File: config.mk
export PLATFORM = sky130hd
export DESIGN_NAME = job_dispatcher_flat
export DESIGN_NICKNAME = d
export VERILOG_FILES = /design/src/rtl/multicore_pkg.sv /design/src/rtl/job_dispatcher_if.sv /design/src/rtl/rr_arbiter.sv /design/src/rtl/job_dispatcher.sv /design/src/flat_wrapper.sv
export SDC_FILE = /design/constraint.sdc
export NUM_CORES = 1
export LEC_CHECK = 0
export BUFFER_PORTS_ARGS = -buffer_cell sky130_fd_sc_hd__buf_2
export CORE_MARGIN = 4
export CORE_UTILIZATION = 61
export CTS_BUF_LIST = sky130_fd_sc_hd__clkbuf_8
export DETAILED_ROUTE_END_ITERATION = 8
export PLACE_DENSITY_LB_ADDON = 0.3
export SLEW_MARGIN = 20
export SYNTH_ARGS = -nofsm -noshare
export SYNTH_HDL_FRONTEND = slang
export SYNTH_SLANG_ARGS = --single-unit
File: constraint.sdc
create_clock -name clk -period 9.8 [get_ports clk]
set_input_delay 0.98 -clock clk [delete_from_list [all_inputs] [get_ports clk]]
set_output_delay 0.98 -clock clk [all_outputs]
set_load 0.02 [all_outputs]
File: src/rtl/multicore_pkg.sv
// multicore_pkg: shared types and defaults for the job dispatcher and its arbiter
package multicore_pkg;
    localparam int CORES_DEF = 4;
    typedef logic [7:0] word_t;
    typedef enum logic [1:0] {IDLE, DISPATCH, DRAIN, DONE} state_t;
    function automatic int idx_w(input int n);
        return (n > 1) ? $clog2(n) : 1;
    endfunction
endpackage

File: src/rtl/job_dispatcher_if.sv
// job_dispatcher_if: start/req/ack handshake, job window and run status
interface job_dispatcher_if import multicore_pkg::*; #(parameter int CORES = CORES_DEF) ();
    logic             start;
    logic [CORES-1:0] req;
    logic [CORES-1:0] ack;
    word_t            job_lo;
    word_t            job_hi;
    logic             exhausted;
    logic             done;
    word_t            jobs_issued;
    logic [15:0]      run_cycles;
    modport master (output start, req, input ack, job_lo, job_hi, exhausted, done, jobs_issued, run_cycles);
    modport slave (input start, req, output ack, job_lo, job_hi, exhausted, done, jobs_issued, run_cycles);
endinterface

File: src/rtl/rr_arbiter.sv
// rr_arbiter: one-hot round-robin grant, searching from the index after the last grant
module rr_arbiter import multicore_pkg::*; #(
    parameter int N  = CORES_DEF,
    parameter int IW = idx_w(N)
) (
    input  logic [N-1:0]  i_elig,
    input  logic [IW-1:0] i_last,
    output logic [N-1:0]  o_gnt
);
    logic [IW-1:0] w_idx;
    always_comb begin
        o_gnt = '0;
        w_idx = '0;
        for (int k = 1; k <= N; k++) begin
            w_idx = IW'((int'(i_last) + k) % N);
            if (o_gnt == '0 && i_elig[w_idx]) o_gnt[w_idx] = 1'b1;
        end
    end
endmodule

File: src/rtl/job_dispatcher.sv
// job_dispatcher: hands out CHUNK-sized slices of 0..RANGE_END to idle cores round-robin
module job_dispatcher import multicore_pkg::*; #(
    parameter int CORES     = CORES_DEF,
    parameter int RANGE_END = 255,
    parameter int CHUNK     = 16
) (
    input logic            clk,
    input logic            reset,
    job_dispatcher_if.slave bus
);
    localparam int         IW   = idx_w(CORES);
    localparam logic [8:0] END9 = 9'(RANGE_END);
    localparam logic [8:0] STEP = 9'(CHUNK - 1);
    state_t           r_state, w_next;
    logic [8:0]       r_ptr, w_sum, w_hi;
    logic [CORES-1:0] r_ack, w_elig, w_gnt;
    logic [IW-1:0]    r_last, w_gnt_idx;
    word_t            r_job_lo, r_job_hi, r_jobs_issued;
    logic             r_exhausted, r_done, w_issue, w_init;
    logic [15:0]      r_run_cycles;
    // a core keeps req high for one cycle after its ack, so mask the core just acked
    assign w_elig = bus.req & ~r_ack;
    assign w_sum  = r_ptr + STEP;
    assign w_hi   = (w_sum > END9) ? END9 : w_sum;
    rr_arbiter #(.N(CORES), .IW(IW)) u_arb (.i_elig(w_elig), .i_last(r_last), .o_gnt(w_gnt));
    always_comb begin
        w_gnt_idx = '0;
        for (int i = 0; i < CORES; i++) if (w_gnt[i]) w_gnt_idx = IW'(i);
    end
    always_comb begin
        w_next  = r_state;
        w_issue = 1'b0;
        w_init  = 1'b0;
        case (r_state)
            IDLE, DONE: begin
                w_init = bus.start;
                w_next = bus.start ? DISPATCH : r_state;
            end
            DISPATCH: begin
                w_next  = (r_ptr > END9) ? DRAIN : DISPATCH;
                w_issue = (r_ptr <= END9) && (|w_gnt);
            end
            DRAIN:   w_next = (&bus.req) ? DONE : DRAIN;
            default: w_next = IDLE;
        endcase
    end
    always_ff @(posedge clk or negedge reset) begin
        if (!reset) r_state <= IDLE;
        else r_state <= w_next;
    end
    // r_last starts at the top index so the first search begins at core 0
    always_ff @(posedge clk or negedge reset) begin
        if (!reset) begin
            r_ptr         <= '0;
            r_ack         <= '0;
            r_job_lo      <= '0;
            r_job_hi      <= '0;
            r_jobs_issued <= '0;
            r_run_cycles  <= '0;
            r_exhausted   <= 1'b0;
            r_done        <= 1'b0;
            r_last        <= IW'(CORES - 1);
        end else begin
            r_ack <= w_issue ? w_gnt : '0;
            if (w_init) begin
                r_ptr         <= '0;
                r_jobs_issued <= '0;
                r_run_cycles  <= '0;
                r_exhausted   <= 1'b0;
                r_done        <= 1'b0;
            end else begin
                if ((r_state == DISPATCH || r_state == DRAIN) && !(&r_run_cycles)) r_run_cycles <= r_run_cycles + 16'd1;
                if (r_state == DISPATCH && w_next == DRAIN) r_exhausted <= 1'b1;
                if (r_state == DRAIN && w_next == DONE) r_done <= 1'b1;
            end
            if (w_issue) begin
                r_job_lo      <= r_ptr[7:0];
                r_job_hi      <= w_hi[7:0];
                r_ptr         <= w_hi + 9'd1;
                r_jobs_issued <= r_jobs_issued + 8'd1;
                r_last        <= w_gnt_idx;
            end
        end
    end
    assign bus.ack         = r_ack;
    assign bus.job_lo      = r_job_lo;
    assign bus.job_hi      = r_job_hi;
    assign bus.exhausted   = r_exhausted;
    assign bus.done        = r_done;
    assign bus.jobs_issued = r_jobs_issued;
    assign bus.run_cycles  = r_run_cycles;
endmodule

File: src/flat_wrapper.sv
// flat-port wrapper written by rule: the top's interface ports become plain ports
module job_dispatcher_flat import multicore_pkg::*;
#(
    parameter int CORES     = CORES_DEF,
    parameter int RANGE_END = 255,
    parameter int CHUNK     = 16
)
  (clk, reset, bus_start, bus_req, bus_ack, bus_job_lo, bus_job_hi, bus_exhausted, bus_done, bus_jobs_issued, bus_run_cycles);
  job_dispatcher_if #(.CORES(CORES)) bus_i ();
  input logic clk;
  input logic reset;
  input wire logic [$bits(bus_i.start)-1:0] bus_start;
  input wire logic [$bits(bus_i.req)-1:0] bus_req;
  output wire logic [$bits(bus_i.ack)-1:0] bus_ack;
  output wire logic [$bits(bus_i.job_lo)-1:0] bus_job_lo;
  output wire logic [$bits(bus_i.job_hi)-1:0] bus_job_hi;
  output wire logic [$bits(bus_i.exhausted)-1:0] bus_exhausted;
  output wire logic [$bits(bus_i.done)-1:0] bus_done;
  output wire logic [$bits(bus_i.jobs_issued)-1:0] bus_jobs_issued;
  output wire logic [$bits(bus_i.run_cycles)-1:0] bus_run_cycles;
  assign bus_i.start = bus_start;
  assign bus_i.req = bus_req;
  assign bus_ack = bus_i.ack;
  assign bus_job_lo = bus_i.job_lo;
  assign bus_job_hi = bus_i.job_hi;
  assign bus_exhausted = bus_i.exhausted;
  assign bus_done = bus_i.done;
  assign bus_jobs_issued = bus_i.jobs_issued;
  assign bus_run_cycles = bus_i.run_cycles;
  job_dispatcher #(.CORES(CORES), .RANGE_END(RANGE_END), .CHUNK(CHUNK)) u_core (.clk(clk), .reset(reset), .bus(bus_i));
endmodule
==> flow_metrics.env, run 1 <==
export IMPL_place_congestion=0.860
export IMPL_boundaryPins=53
export IMPL_antenna_left=0
export IMPL_cts_tree="done"
export IMPL_peakVddDrop_mv=0.262
export IMPL_timing_slew_headroom_pct=35.4
export IMPL_crit_required_ns=10.07
export IMPL_crit_type="flop to flop"
export IMPL_antenna_cells=0
export IMPL_crit_arrival_ns=4.34
export IMPL_layout_commonest_cell="dfrtp_1"
export IMPL_cts_setup_buffers=0
export IMPL_synthTopCellsByArea="dfrtp_1 40%, ha_1 5.6%, nand2_1 4.3%, nor2_1 4.1%, xor2_1 3.7%"
export IMPL_place_ws_ns=5.72
export IMPL_port_buffers=52
export IMPL_wl_um=7740
export IMPL_finalHoldViolations=0
export IMPL_setup_violations=0
export IMPL_dieArea_um2=7090
export IMPL_synth_top_area_cell="dfrtp_1"
export IMPL_path_clk_slew_ns=0.07
export IMPL_area_delta_synth_final_pct=12.5
export IMPL_fin_tns_setup_ns=0
export IMPL_endpoint_kind="flop"
export IMPL_drtIter0Drc=231
export IMPL_hold_class="flop to flop"
export IMPL_skew_ns=0.00849
export IMPL_clkLatencyLatePin_ns=0.34
export IMPL_nets=445
export IMPL_drive_above_1_share_pct=21.5
export IMPL_grt_pass1_vias=2868
export IMPL_hold_buffers=0
export IMPL_cts_root_buf="clkbuf_8"
export IMPL_routed_via_count=2943
export IMPL_reg2reg_setup_slack_ns=5.73
export IMPL_wire_per_inst_um=15.5
export IMPL_cts_buffers=9
export IMPL_p_per_area_nw_per_um2=383
export IMPL_synthCells=372
export IMPL_cpMaxStageDelayCell="a31o_1"
export IMPL_synthDistinctLibCells=54
export IMPL_fin_ws_ns=5.73
export IMPL_status="finished, final reports clean"
export IMPL_final_min_clock_period_ns=4.07
export IMPL_crit_path_max_incr_delay_ns=0.84
export IMPL_ys_ff_latch=59
export IMPL_die_h_um=84.2
export IMPL_syn_nets=395
export IMPL_grt_pass1_wl_um=13400
export IMPL_antenna_found_initial=0
export IMPL_whs_ns=0.490
export IMPL_yosysWarnings=0
export IMPL_seq_area_frac_synth_pct=41.7
export IMPL_rsz0062_at_grt="no"
export IMPL_synth_area_um2=3540
export IMPL_grt_overflow_total=0
export IMPL_period_share_pct=41.5
export IMPL_place_area_um2=3810
export IMPL_finish_instance_area_um2=3990
export IMPL_tightest_slew_ns=0.969
export IMPL_cts_resized_gates=0
export IMPL_dr_pass1_iters=4
export IMPL_avgViaCountPerCell=5.90
export IMPL_leakage_uw=0.00196
export IMPL_yosysTopAreaCellShare_pct=40.2
export IMPL_max_freq_ghz=0.246
export IMPL_cts_max_level=3
export IMPL_core_area_um2=5570
export IMPL_dieWidth_um=84.2
export IMPL_clockBufferDepth=2
export IMPL_startpoint_type="flop"
export IMPL_initial_core_util_pct=63.6
export IMPL_cap_violations=0
export IMPL_rows=27
export IMPL_grt_max_degree=60
export IMPL_synth_edf_count=0
export IMPL_cp_max_fo=25
export IMPL_cts_sinks=59
export IMPL_crit_chain="clkinv_1 -> ha_1 -> or3_1 -> or2_1 -> a211oi_2 -> a2111oi_4 -> a211oi_4 -> a31o_1 -> mux2_4 -> mux2i_1"
export IMPL_slew_viol_final=0
export IMPL_drcViolationCount=0
export IMPL_layout_common_cells="57 x dfrtp_1, 52 x buf_2, 41 x nand2_1"
export IMPL_synth_flop_cell="dfrtp_1"
export IMPL_synth_area_per_cell_um2=9.53
export IMPL_grt_util_all_layers_pct=23.4
export IMPL_async_flop_share_pct=100
export IMPL_hpwl_um=5540
## critical path, delay by kind of cell (launching register included)
family | cells | cell delay (ns)
compound gates | 4 | 1.67
buf+inv | 1 | 0.23
fa+ha+maj | 1 | 0.29
simple gates | 2 | 0.67
mux | 2 | 0.47
flops | 1 | 0.68
## cell families (layout without fill, tap and decap cells)
kind of cell,Yosys count,in the layout,synth area share [%]
flip-flops,59,59,41.7
buffers and inverters,27,82,3.99
XOR/XNOR,22,22,5.44
multiplexers,14,14,6.39
AND/OR/NAND/NOR,145,145,19.3
AO/OA/AOI/OAI,89,89,17.5
adder cells (fa/ha/maj),16,16,5.65
## cells in the mapped netlist, drive strengths merged, types with 2 or more instances
library cell	n
dfrtp	57
nand2	41
nor2	39
o21ai	32
nand3	17
a21oi	16
ha	16
xor2	15
a31oi	14
inv	11
and3	9
buf	8
nand4	8
clkbuf	7
mux2	7
nor2b	7
xnor2	7
a211oi	5
and2	5
mux4	5
nand2b	5
or2	5
a221o	4
nor3	4
a22o	3
a211o	2
a21o	2
a31o	2
dfstp	2
mux2i	2
nor4	2
or3	2
## sequential cells by signal (all words and copies together) (netlist names)
register,cells
u_core.r_state,2
u_core.bus.job_hi,8
u_core.bus.exhausted,1
u_core.r_ptr,9
u_core.r_last,2
u_core.bus.job_lo,8
u_core.bus.jobs_issued,8
u_core.bus.run_cycles,16
u_core.bus.ack,4
u_core.bus.done,1
## metrics by stage
| step | total power, uW | util [%] | std cells |
|---|---|---|---|
| 2_1_floorplan | 1170 | - | 372 |
| 3_3_place_gp | 1300 | 68.4 | 483 |
| 4_1_cts | 1530 | 71.5 | 499 |
| 3_5_place_dp | 1330 | 68.4 | 483 |
| 5_1_grt | 1660 | 71.5 | 499 |
| 6_report | 1530 | 71.5 | 499 |
## report_power, final
group / total, uW / internal, uW / switching, uW
logic: 930 / 350 / 580
registers: 401 / 325 / 76.2
clock network: 195 / 102 / 93.0
## layer usage
metal / global-route usage, % / up-vias / part of all wire, %
met1: 31.4 / 1425 / 45
met3: 5.69 / 12 / 4.9
li1: - / 1428 / -
met5: 0 / - / 0
met4: 9.21 / 0 / 1.8
met2: 36.7 / 78 / 48
## path summary, 6_finish.rpt
check | startpoint | endpoint | cells after the start
setup / recovery | u_core.r_last[0] | u_core.bus.jobs_issued[2] | 10
hold / removal | u_core.bus.job_hi[2] | u_core.bus.job_hi[2] | 2
hold reg to reg | u_core.bus.job_hi[2] | u_core.bus.job_hi[2] | 2
max in group asynchronous | reset | u_core.r_state[1] | 2
min in group asynchronous | reset | u_core.bus.jobs_issued[4] | 2
setup reg to reg | u_core.r_last[0] | u_core.bus.jobs_issued[2] | 10
## area by class of cell
class / count / area, um^2
multi-input combinational: 286 / 1920
inverter: 12 / 45.0
tap: 72 / 90.1
fill: 415 / 1590
sequential: 59 / 1480
timing repair buffer: 54 / 275
clock buffer: 11 / 151
clock inverter: 5 / 21.3
Power figures use the tool's default switching activity.
==> inputs of run 2 (changes only) <==
Settings changed: CORE_UTILIZATION 61 to 59.
Clock period 9.8 ns to 4.18 ns, I/O delays scaled along.
==> run 2 against run 1 <==
  * Setup slack worse by 5.3 ns
  * Hold slack lost 0.26 ns
  * Sequential share of layout area down 0.40 points
  * Via count up 2.1%
  * Critical endpoint is now u_core.bus.jobs_issued[6]
  * Largest power group unchanged
  * Register-to-register slack got worse by 5.3 ns
  * Routed wire length is 0.78% higher
  * Clock skew hardly changed
==> flow_metrics.env, run 2 (same netlist as run 1, synthesis figures left out) <==
export IMPL_clkLatencyLatePin_ns=0.32
export IMPL_ff2ff_path_depth=11
export IMPL_place_congestion=0.893
export IMPL_cts_resized_gates=0
export IMPL_hold_class="input port to asynchronous set/reset pin"
export IMPL_wire_per_inst_um=15.5
export IMPL_cts_max_level=3
export IMPL_p_per_area_nw_per_um2=916
export IMPL_place_ws_ns=0.499
export IMPL_finalHoldViolations=0
export IMPL_grt_overflow_total=0
export IMPL_slew_viol_final=0
export IMPL_dieArea_um2=7310
export IMPL_r2r_start="u_core.r_last[0]"
export IMPL_boundaryPins=53
export IMPL_status="finished, final reports clean"
export IMPL_max_freq_ghz=0.269
export IMPL_startpoint_type="flop"
export IMPL_whs_ns=0.228
export IMPL_area_delta_synth_final_pct=13.7
export IMPL_drtIter0Drc=178
export IMPL_regToRegEndpoint="u_core.bus.jobs_issued[6]"
export IMPL_nets=448
export IMPL_antenna_found_initial=0
export IMPL_skew_ns=0.00828
export IMPL_period_share_pct=88.9
export IMPL_wl_um=7800
export IMPL_timing_slew_headroom_pct=51.4
export IMPL_cts_sinks=59
export IMPL_grt_pass1_wl_um=13400
export IMPL_path_clk_slew_ns=0.07
export IMPL_reg2reg_setup_slack_ns=0.46
export IMPL_initial_core_util_pct=62.5
export IMPL_cap_violations=0
export IMPL_rows=27
export IMPL_port_buffers=52
export IMPL_antenna_left=0
export IMPL_dieWidth_um=85.5
export IMPL_layout_common_cells="57 x dfrtp_1, 52 x buf_2, 41 x nand2_1"
export IMPL_final_min_clock_period_ns=3.72
export IMPL_avgViaCountPerCell=5.99
export IMPL_fin_ws_ns=0.465
export IMPL_fin_tns_setup_ns=0
export IMPL_largest_register_ffs=16
export IMPL_cts_root_buf="clkbuf_8"
export IMPL_crit_arrival_ns=3.98
export IMPL_core_area_um2=5680
export IMPL_peakVddDrop_mv=0.487
export IMPL_setup_violations=0
export IMPL_antenna_cells=0
export IMPL_leakage_uw=0.00197
export IMPL_cts_buffers=9
export IMPL_drcViolationCount=0
export IMPL_cts_tree="done"
export IMPL_layout_commonest_cell="dfrtp_1"
export IMPL_rsz0062_at_grt="no"
export IMPL_grt_util_all_layers_pct=22.5
export IMPL_dr_pass1_iters=5
export IMPL_cts_setup_buffers=0
export IMPL_hpwl_um=5670
export IMPL_tightest_slew_ns=0.729
export IMPL_cp_max_fo=28
export IMPL_grt_pass1_vias=2810
export IMPL_hold_buffers=0
export IMPL_grt_max_degree=60
export IMPL_die_h_um=85.5
export IMPL_routed_via_count=3006
export IMPL_crit_type="flop to flop"
export IMPL_clockBufferDepth=2
export IMPL_drive_above_1_share_pct=22.6
export IMPL_endpoint_kind="flop"
export IMPL_crit_required_ns=4.44
## run 2: cell count changes in the layout (fill, tap and decap cells not counted)
cell and delta:
inv_1 -2, buf_4 +3, bufinv_16 +1, clkbuf_8 -1, clkinv_2 +1, clkinvlp_4 +1
## run 2: power by group
part           switching (uW)  leakage (uW)  internal (uW)  total, uW
clock network             219      0.000103            286        505
registers                 182      0.000770            761        943
logic                    1380       0.00110            862       2240
## run 2: area by class of cell
class	instances	area [um^2]
Fill cell	459	1650
Timing Repair Buffer	57	298
Sequential cell	59	1480
Clock buffer	10	138
Inverter	12	45.0
Clock inverter	6	56.3
Tap cell	72	90.1
Multi-Input combinational cell	286	1920
## run 2: worst max path at each step
stage / startpoint / to / slack (ns) / cells past startpoint
floorplan: u_core.r_last[0] / u_core.bus.job_lo[5] / 0.89 / 12
global placement: u_core.r_last[0] / u_core.bus.jobs_issued[7] / 0.62 / 10
detailed placement: u_core.r_last[0] / u_core.bus.jobs_issued[6] / 0.50 / 10
CTS: u_core.r_last[0] / u_core.bus.jobs_issued[6] / 0.48 / 11
global route: u_core.r_last[0] / u_core.bus.jobs_issued[6] / 0.15 / 11
finish: u_core.r_last[0] / u_core.bus.jobs_issued[6] / 0.46 / 11
## run 2: critical path, stage by stage (launching register included)
cell and delay [ns]:
dfstp_2 0.67, clkinv_1 0.23, ha_1 0.29, or3_1 0.40, or2_1 0.27, a211oi_2 0.33, a2111oi_4 0.13, a211oi_4 0.34
a31oi_2 0.14, buf_4 0.25, nor2_1 0.38, a221o_1 0.22
## run 2: layer usage
layer	GRT usage, %	share of wire [%]	up-vias
li1	-	-	1438
met1	31.9	46	1452
met2	35.0	47	111
met3	4.71	5.8	5
met4	6.19	0.65	0
met5	0	0	-
## run 2: metrics by stage
stage	utilization, %	instance area, um^2	instances	total power [uW]
final	71.0	4030	502	3690
after global routing	71.0	4030	502	4000
after CTS	71.0	4030	502	3690
after detailed placement	67.6	3840	486	3160
after global placement	67.6	3840	486	3100
after floorplan	-	3540	372	2740
==> inputs of run 3 (changes only) <==
Clock period 4.18 ns to 4.1 ns, I/O delays scaled along.
==> run 3 against run 2 <==
  * Cell count shrank 0.40%
  * Non-clock buffer count is the same
  * Fmax shrank 0.78%
  * Count of clock-buffer cells in the layout grew 1
  * Sequential cell count is the same
  * Hold slack gained 0.23 ns
==> flow_metrics.env, run 3 (same netlist as run 1, synthesis figures left out) <==
export IMPL_status="finished, final reports clean"
export IMPL_crit_required_ns=4.36
export IMPL_largest_register_ffs=16
export IMPL_dr_pass1_iters=5
export IMPL_multi_input_area_um2=1920
export IMPL_finalHoldViolations=0
export IMPL_wl_um=7820
export IMPL_hpwl_um=5810
export IMPL_cts_setup_buffers=0
export IMPL_m1WireLength_um=3600
export IMPL_crit_path_max_incr_delay_ns=0.67
export IMPL_startpoint_type="flop"
export IMPL_nets=448
export IMPL_grt_max_degree=52
export IMPL_met2WireLength_um=3640
export IMPL_antenna_found_initial=0
export IMPL_layout_common_cells="57 x dfrtp_1, 52 x buf_2, 41 x nand2_1"
export IMPL_highest_layer="met4"
export IMPL_grt_pass1_vias=2898
export IMPL_wire_per_inst_um=15.6
export IMPL_seq_area_um2=1480
export IMPL_clockBufferDepth=2
export IMPL_crit_arrival_ns=4.01
export IMPL_grt_pass1_wl_um=13300
export IMPL_antenna_cells=0
export IMPL_area_delta_synth_final_pct=13.3
export IMPL_cts_resized_gates=0
export IMPL_grt_overflow_total=0
export IMPL_cpMaxStageDelayCell="dfstp_2"
export IMPL_layout_commonest_cell="dfrtp_1"
export IMPL_finish_instance_area_um2=4020
export IMPL_hold_class="input port to asynchronous set/reset pin"
export IMPL_leakage_uw=0.00197
export IMPL_path_clk_slew_ns=0.06
export IMPL_antenna_left=0
export IMPL_boundaryPins=53
export IMPL_initial_core_util_pct=62.5
export IMPL_slew_viol_final=0
export IMPL_grt_util_all_layers_pct=22.4
export IMPL_peakVddDrop_mv=0.394
export IMPL_setup_violations=0
export IMPL_r2r_start="u_core.r_last[0]"
export IMPL_endpoint_kind="flop"
export IMPL_crit_chain="clkinv_1 -> ha_1 -> or3_1 -> or2_1 -> a211oi_2 -> a2111oi_4 -> a211oi_4 -> a31oi_2 -> buf_4 -> nor2_1 -> a221o_1"
export IMPL_port_buffers=52
export IMPL_cap_violations=0
export IMPL_p_total_uw=3730
export IMPL_utilization_pct=70.8
export IMPL_max_freq_ghz=0.267
export IMPL_drtIter0Drc=168
export IMPL_core_area_um2=5680
export IMPL_timing_slew_headroom_pct=52.4
export IMPL_p_per_area_nw_per_um2=929
export IMPL_rows=27
export IMPL_clkLatencyLatePin_ns=0.33
export IMPL_routed_via_count=3000
export IMPL_place_area_um2=3840
export IMPL_cts_tree="done"
export IMPL_cp_max_fo=28
export IMPL_crit_type="flop to flop"
export IMPL_cts_root_buf="clkbuf_8"
export IMPL_startpoint="u_core.r_last[0]"
export IMPL_drive_above_1_share_pct=22.2
export IMPL_avgViaCountPerCell=6.00
export IMPL_tightest_slew_ns=0.710
export IMPL_final_min_clock_period_ns=3.74
export IMPL_wl_met3_um=487
export IMPL_fillCellCount=442
export IMPL_die_h_um=85.5
export IMPL_skew_ns=0.00881
export IMPL_rsz0062_at_grt="no"
export IMPL_dieWidth_um=85.5
export IMPL_cts_sinks=59
export IMPL_period_share_pct=91.3
export IMPL_cts_max_level=3
export IMPL_dieArea_um2=7310
export IMPL_placedCellCount=485
export IMPL_fin_tns_setup_ns=0
export IMPL_final_cells=500
export IMPL_place_congestion=0.899
export IMPL_drcViolationCount=0
export IMPL_cts_buffers=9
-- run 3: changes by cell type in the layout (fill, tap and decap cells not counted), sizes merged --
cell,before,now
bufinv,1,0
inv,12,11
buf,57,56
clkinvlp,1,0
dlygate4sd3,0,1
clkbuf,10,11
-- run 3: metal layers --
layer  vias to the layer above  global-route usage [%]
met5                         -                       0
met4                         0                    6.47
met3                        11                    5.09
met2                       117                    35.7
met1                      1435                    30.6
li1                       1437                       -
-- run 3: path summary, 6_finish.rpt --
path	end	slack (ns)	cells after the start
max reg2reg	u_core.bus.jobs_issued[5]	0.36	11
min	u_core.bus.jobs_issued[1]	0.46	2
max in group asynchronous	u_core.r_state[1]	2.76	3
min reg2reg	u_core.bus.job_hi[4]	0.47	2
max	u_core.bus.jobs_issued[5]	0.36	11
min in group clk	u_core.bus.job_hi[4]	0.47	2
-- run 3: repair_timing --
action	CTS	global route
hold buffers	1	0
setup endpoints to repair	0	0
endpoints found under the hold margin	8	0
-- run 3: area by class of cell --
type | instances | share of cell area [%]
multi-input combinational | 286 | 47.9
sequential | 59 | 36.8
timing repair buffer | 57 | 7.79
clock buffer | 11 | 3.77
tap | 72 | 2.24
inverter | 12 | 1.12
clock inverter | 3 | 0.374
-- run 3: metrics by stage --
step	setup slack (ns)	hold slack, ns
after floorplan	0.809	0.114
after global placement	0.531	0.269
after detailed placement	0.388	0.272
after CTS	0.376	0.456
after global routing	0.101	0.460
final	0.356	0.455
-- run 3: where the power goes --
| group | total (uW) | switching [uW] | leakage (uW) | internal, uW |
|---|---|---|---|---|
| clock network | 453 | 211 | 0.0000908 | 242 |
| logic | 2320 | 1420 | 0.00111 | 893 |
| registers | 961 | 185 | 0.000770 | 777 |
-- run 3: worst max-delay path: cells and delay by family (launching register included) --
kind | cells | cell delay (ns)
compound gates | 5 | 1.23
simple gates | 3 | 1.02
flops | 1 | 0.67
buf+inv | 2 | 0.47
fa+ha+maj | 1 | 0.28
